## src/rtl/cordic_atan2.sv

```systemverilog
// cordic_atan2: iterative CORDIC vectoring engine returning atan2(y, x) and magnitude.
// Define CORDIC_ATAN2_GAIN_COMP_EN to add the SCALE state that removes the CORDIC gain from the magnitude.
module cordic_atan2 #(
  parameter int ITERATIONS = 14
) (
  input  logic        clk,
  input  logic        reset,
  input  logic        start,
  input  logic [15:0] x_in,
  input  logic [15:0] y_in,
  output logic        busy,
  output logic        done,
  output logic [15:0] angle_radian,
  output logic [15:0] magnitude
);
  typedef enum logic [2:0] {S_IDLE, S_PRE, S_ITER, S_SCALE, S_OUT} state_t;
  localparam logic signed [17:0] Z_PI = 18'sd51472;
  localparam logic [3:0] LAST = 4'(ITERATIONS - 1);
  localparam logic signed [17:0] ATAN [14] = '{
    18'sd12868, 18'sd7596, 18'sd4014, 18'sd2037, 18'sd1023, 18'sd512, 18'sd256,
    18'sd128, 18'sd64, 18'sd32, 18'sd16, 18'sd8, 18'sd4, 18'sd2
  };
  state_t             r_state;
  logic signed [19:0] r_x, r_y, w_xs, w_ys, w_src;
  logic signed [17:0] r_z, w_z_rnd;
  logic [3:0]         r_i;
  logic               r_zero;
  logic [15:0]        w_mag_sat;
  assign w_xs      = r_x >>> r_i;
  assign w_ys      = r_y >>> r_i;
  assign w_z_rnd   = r_z + 18'sd1;
  assign w_mag_sat = w_src[19] ? 16'd0 : (|w_src[18:16]) ? 16'hffff : w_src[15:0];
`ifdef CORDIC_ATAN2_GAIN_COMP_EN
  logic signed [19:0] r_mag;
  logic signed [35:0] w_prod;
  assign w_prod = $signed({{16{r_x[19]}}, r_x}) * 36'sd9949;
  assign w_src  = r_mag;
`else
  assign w_src  = r_x;
`endif
  always_ff @(posedge clk or negedge reset) begin
    if (!reset) begin
      r_state      <= S_IDLE;
      r_x          <= '0;
      r_y          <= '0;
      r_z          <= '0;
      r_i          <= '0;
      r_zero       <= 1'b0;
      busy         <= 1'b0;
      done         <= 1'b0;
      angle_radian <= '0;
      magnitude    <= '0;
`ifdef CORDIC_ATAN2_GAIN_COMP_EN
      r_mag        <= '0;
`endif
    end else begin
      done <= 1'b0;
      case (r_state)
        S_IDLE: if (start) begin
          r_x     <= {{4{x_in[15]}}, x_in};
          r_y     <= {{4{y_in[15]}}, y_in};
          r_zero  <= ~|{x_in, y_in};
          busy    <= 1'b1;
          r_state <= S_PRE;
        end
        // Left half-plane is folded by 180 degrees so the iterations only ever see x >= 0
        S_PRE: begin
          r_x     <= r_x[19] ? -r_x : r_x;
          r_y     <= r_x[19] ? -r_y : r_y;
          r_z     <= !r_x[19] ? 18'sd0 : r_y[19] ? -Z_PI : Z_PI;
          r_i     <= '0;
          r_state <= S_ITER;
        end
        S_ITER: begin
          r_x     <= r_y[19] ? r_x - w_ys : r_x + w_ys;
          r_y     <= r_y[19] ? r_y + w_xs : r_y - w_xs;
          r_z     <= r_y[19] ? r_z - ATAN[r_i] : r_z + ATAN[r_i];
          r_i     <= r_i + 4'd1;
`ifdef CORDIC_ATAN2_GAIN_COMP_EN
          r_state <= (r_i == LAST) ? S_SCALE : S_ITER;
`else
          r_state <= (r_i == LAST) ? S_OUT : S_ITER;
`endif
        end
`ifdef CORDIC_ATAN2_GAIN_COMP_EN
        S_SCALE: begin
          r_mag   <= 20'(w_prod >>> 14);
          r_state <= S_OUT;
        end
`endif
        S_OUT: begin
          angle_radian <= r_zero ? 16'd0 : 16'(w_z_rnd >>> 1);
          magnitude    <= r_zero ? 16'd0 : w_mag_sat;
          done         <= 1'b1;
          busy         <= 1'b0;
          r_state      <= S_IDLE;
        end
        default: r_state <= S_IDLE;
      endcase
    end
  end
endmodule

```

## config.mk

```make
export PLATFORM = sky130hd
export DESIGN_NAME = cordic_atan2
export DESIGN_NICKNAME = d
export VERILOG_FILES = /design/src/rtl/cordic_atan2.sv
export SDC_FILE = /design/constraint.sdc
export NUM_CORES = 1
export LEC_CHECK = 0
export BUFFER_PORTS_ARGS = -buffer_cell sky130_fd_sc_hd__buf_2
export CAP_MARGIN = 20
export CORE_ASPECT_RATIO = 1.25
export CORE_MARGIN = 1
export CORE_UTILIZATION = 50
export DETAILED_ROUTE_END_ITERATION = 7
export PLACE_DENSITY = 0.67
export RECOVER_POWER = 25
export SETUP_SLACK_MARGIN = 0.1
export SLEW_MARGIN = 5
export SYNTH_ARGS = -nofsm -noshare
export SYNTH_HDL_FRONTEND = slang
export SYNTH_SLANG_ARGS = --single-unit
```

## constraint.sdc

```tcl
create_clock -name clk -period 15 [get_ports clk]
set_input_delay 0.75 -clock clk [delete_from_list [all_inputs] [get_ports clk]]
set_output_delay 0.75 -clock clk [all_outputs]
set_load 0.02 [all_outputs]
```

# == Word level (Yosys, flattened, before mapping) ==
# Memory sizes are Yosys's and may differ from the RTL's.
# Cells that the tools add are included.
# op_classes
n_bitwise,1
n_addsub,10
order_cmp,1
n_mux,25
n_reduce_logical,11
shift,2
eq_ne,6
# ops
cell,n
2-to-1 mux 20 bit,6
one-hot mux 20 bit (3 select lines),2
2-to-1 mux 18 bit,5
2-to-1 mux 16 bit,4
adder 20 bit,2
negation 20 bit,2
>>> shifter 20 x 4 -> 20 bit,2
subtractor 20 bit,2
one-hot mux 18 bit (2 select lines),1
OR reduction 32 bit,1
adder 18 bit,1
subtractor 18 bit,1
"adder 17 x 2 -> 17 bit, second input constant",1
one-hot mux 3 bit (3 select lines),1
one-hot mux 4 bit (2 select lines),1
2-to-1 mux 3 bit,2
AND reduction 2 bit,3
">= comparator 5 bit, second input constant",1
NOT 4 -> 5 bit,1
"adder 4 x 1 -> 4 bit, second input constant",1
"== test 4 bit, second input constant",1
"inequality test 2 bit, second input constant",2
nonzero test 2 bit,2
"== test 3 x 1 -> 1 bit, second input constant",1
9 further kinds,10
# word_totals
memories,1
mem_bits_ro,288
ff_bits,100
# memory_table
memory,depth,word_bits,read_ports,rd_ports_with_merged_regs,wr,line_no,rtl
(name not given),16,18,1,0,0,77,r_z <= r_y[19] ? r_z - ATAN[r_i] : r_z + ATAN[r_i];

# == Longest topological paths before layout ==
# depth
ltp_word,7
mapped_depth,26
mapped_depth_nobuf,21

# == Least setup slack after synthesis ==
# Ideal clock, no wire load.
# synth_path
kind,register to register
startpoint,register r_i[3]
endpoint,register r_x[19]
path_buffers,7
setup_slack_ns,9.289
t_arrival_ns,5.628
required_ns,14.917
period_less_slack_ns,5.711
stages_incl_launch_ff,22
path_cell_list,dfrtp_1 > buf_1 > clkbuf_1 > buf_1 > clkbuf_1 > clkbuf_1 > clkbuf_1 > clkbuf_1 > nand2_1 > o21a_1 > ha_1 > a21oi_1 > ha_1 > nor2b_1 > o31a_1 > or3_1 > a41o_1 > a221oi_1 > nor3_1 > a2111oi_2 > xnor3_1 > o21ai_0
# synth_between
elab_chain_cells,4
# synth_lines
element,line_no,rtl
"start, declared",26,logic [3:0] r_i;
"start signal, assigned",78,r_i <= r_i + 4'd1;
>>> shifter 20 x 4 -> 20 bit *,30,assign w_ys = r_y >>> r_i;
adder 20 bit / subtractor 20 bit (equally long branches),75,r_x <= r_y[19] ? r_x - w_ys : r_x + w_ys;
2-to-1 mux 20 bit *,75,
one-hot mux 20 bit (3 select lines) *,58,case (r_state)
"end signal, assigned",60,"r_x <= {{4{x_in[15]}}, x_in};"
"end signal, assigned",68,r_x <= r_x[19] ? -r_x : r_x;
"end signal, assigned",75,
"end, declared",24,"logic signed [19:0] r_x, r_y, w_xs, w_ys, w_src;"
# Every way passes the cells marked *; elsewhere a longest branch is shown, timed or not.
# A chain may end at the register's enable or synchronous reset.

# == Worst setup path in the final report ==
# layout_path
startpoint,register r_i[1]
endpoint,register r_x[19]
# The elaborated chain is that of the path after synthesis.

==> impl_metrics.env <==
export IMPL_htreeDepth=3
export IMPL_yosys_area_top_type="dfrtp_1"
export IMPL_wirelength_um=34000
export IMPL_max_freq_ghz=0.171
export IMPL_synth_cell_types=75
export IMPL_max_stage_delay_ns=0.67
export IMPL_ctsHoldBuffers=0
export IMPL_io_pins=69
export IMPL_path_clk_slew_ns=0.08
export IMPL_die_area_mm2=0.0229
export IMPL_final_min_clock_period_ns=5.85
export IMPL_num_vias=10800
export IMPL_skew_ns=0.0130
export IMPL_syn_nets=1515
export IMPL_finish_net_count=1502
export IMPL_dp_hpwl_um=24300
export IMPL_synth_edf_count=0
export IMPL_die_width_um=136
export IMPL_maxSlewHeadroom_pct=-74.8
export IMPL_path_max_fanout=68
export IMPL_syn_area_per_cell_um2=7.94
export IMPL_fp_dieH_um=169
export IMPL_synth_top_area_share_pct=22.2
export IMPL_synth_seq_cells=99
export IMPL_gp_congestion=0.919
export IMPL_drive_above_1_share_pct=11.9
export IMPL_grt_pass1_vias=10200
export IMPL_cp_required_ns=15.29
export IMPL_crit_type="flop to flop"
export IMPL_synthTopCellsByCount="nand2_1, o21ai_0, nor2_1"
export IMPL_dr_pass1_iters=7
export IMPL_setup_viol=0
export IMPL_cts_tree="done"
export IMPL_worst_slew_pin_slew_ns=2.62
export IMPL_rows=60
export IMPL_drc_errors=0
export IMPL_drv_cap=2
export IMPL_drt_iter0_markers=970
export IMPL_grt_max_degree=76
export IMPL_viasPerCell=6.45
export IMPL_core_mm2=0.0217
export IMPL_worst_setup_path_start_kind="flop"
export IMPL_cp_slowest_cell="buf_4"
export IMPL_failed_checks="max-capacitance violations, max-slew violations"
export IMPL_grt_pass1_wl_um=54300
export IMPL_ant_nets=0
export IMPL_dp_cells=1662
export IMPL_synthTopCellsByArea="dfrtp_1, ha_1, mux4_2, o21ai_0, xnor2_1"
export IMPL_clockBufferDepth=2
export IMPL_finalInstanceArea_mm2=0.0118
export IMPL_tns_ns=0
export IMPL_rsz0062_at_grt="no"
export IMPL_fin_crit_sh_pct=39.0
export IMPL_critPathMostFrequentCell="o21ai_0"
export IMPL_cts_root_buf="clkbuf_16"
export IMPL_wire_per_inst_um=20.3
export IMPL_yosys_most_used_dff="dfrtp_1"
export IMPL_post_cts_setup_buffers=0
export IMPL_antennaDiodeCount=0
export IMPL_initial_core_util_pct=51.5
export IMPL_synth_area_mm2=0.0112
export IMPL_cts_made_buffers=9
export IMPL_end_kind="flop"
export IMPL_status="finished with violations"
export IMPL_antenna_found_initial=0
export IMPL_cp_arrival_ns=6.15
export IMPL_path_cells="buf_4 -> mux4_2 -> mux4_2 -> nor4b_2 -> and4_1 -> and3_1 -> nor3_1 -> a21oi_1 -> o21ai_0 -> ha_1 -> nor2b_1 -> o21ai_0 -> nand2b_1 -> a221oi_1 -> nor3_1 -> a2111oi_2 -> xnor3_1 -> o21ai_0"
export IMPL_area_delta_synth_final_pct=6.07
export IMPL_hold_class="flop to flop"
export IMPL_final_hold_violation_count=0
export IMPL_postCtsResizedCells=0
export IMPL_cts_sinks=99
export IMPL_yosysMostFrequentCell="nand2_1"
export IMPL_slew_violations=87
export IMPL_ys_warn_count=0
export IMPL_async_flop_share_pct=100
export IMPL_overflow=0
export IMPL_post_dp_cell_area_mm2=0.0115
export IMPL_clk_latency_ns=0.38
export IMPL_finalNonFillerCells=1678
export IMPL_postSynthCellCount=1407
export IMPL_yosysSeqAreaShare_pct=22.2
export IMPL_grtUsageTotal_pct=30.3
export IMPL_postLayoutCoreUtil_pct=54.6
export IMPL_port_buffer_count=68
[worst max-delay path: cells and delay by family, from the launching register on]
family | cells | cell delay [ns]
xor+xnor | 1 | 0.37
buf+inv | 1 | 0.67
mux | 2 | 1.21
fa+ha+maj | 1 | 0.37
flops | 1 | 0.35
compound gates | 6 | 1.40
simple gates | 7 | 1.38
[sequential cells by signal, indices dropped and copies added (netlist names), 3 cells and up]
signal        cells
r_x              20
r_y              20
r_z              17
angle_radian     16
magnitude        16
r_i               4
r_state           3
[placed cells by master (no fill, tap or decap), types with 6 or more instances in the layout]
master	n
o21ai_0	138
nand4_1	11
a211oi_1	14
nor4_1	13
clkbuf_16	9
a31oi_1	22
a21oi_1	105
o22ai_1	20
or2_2	9
mux2i_1	33
clkbuf_1	9
o21a_1	11
ha_1	70
a222oi_1	14
nor3_1	25
xnor2_1	65
dfrtp_1	94
and3_1	17
buf_4	13
o211ai_1	6
nand2b_1	16
nor2_1	129
nand3_1	26
o31ai_1	13
xor2_1	48
a221oi_1	14
nand2_1	145
inv_1	43
and2_1	7
mux2_2	16
mux4_2	33
buf_2	60
a21o_1	25
nor2b_1	17
or3_1	12
[cell families after synthesis]
family                   share of synthesized area [%]
buffers and inverters                             5.48
multiplexers                                      11.2
AND/OR/NAND/NOR                                   18.9
flip-flops                                        22.2
AO/OA/AOI/OAI                                     24.8
adder cells (fa/ha/maj)                           8.38
XOR/XNOR                                          9.06
[final cells by class]
type                       instances  area (um2)
clock buffer                       9         225
fill                            2066        9850
multi-input combinational       1158        8100
clock inverter                     7        93.8
timing repair buffer              82         432
sequential                        99        2480
inverter                          44         165
tap                              279         349
[through the flow]
step	setup slack (ns)	hold WS, ns
floorplan	9.29	0.454
global placement	9.35	0.456
detailed placement	9.24	0.466
CTS	9.22	0.400
global route	8.69	0.509
finish	9.15	0.475
[layer usage]
layer / share of wire [%] / global-route usage (%) / vias up
met3: 5.8 / 2.67 / 73
met4: 3.5 / 13.2 / 0
met2: 50 / 52.6 / 451
li1: - / - / 5140
met5: 0 / 0 / -
met1: 41 / 38.0 / 5158
[final timing paths]
check	start	end	slack (ns)	depth (start not counted)
hold reg to reg	angle_radian[10]$_DFFE_PN0P_	angle_radian[10]$_DFFE_PN0P_	0.47	2
hold / removal	angle_radian[10]$_DFFE_PN0P_	angle_radian[10]$_DFFE_PN0P_	0.47	2
min in group asynchronous	reset	done$_DFF_PN0_	1.17	1
setup / recovery	r_i[1]$_DFFE_PN0N_	r_x[19]$_DFFE_PN0P_	9.15	18
max in group asynchronous	reset	r_i[1]$_DFFE_PN0N_	11.94	2
setup reg to reg	r_i[1]$_DFFE_PN0N_	r_x[19]$_DFFE_PN0P_	9.15	18
Power is left out: the tool's default activity adds up to more than one toggle a clock period on the data nets, which glitch-free logic cannot reach.
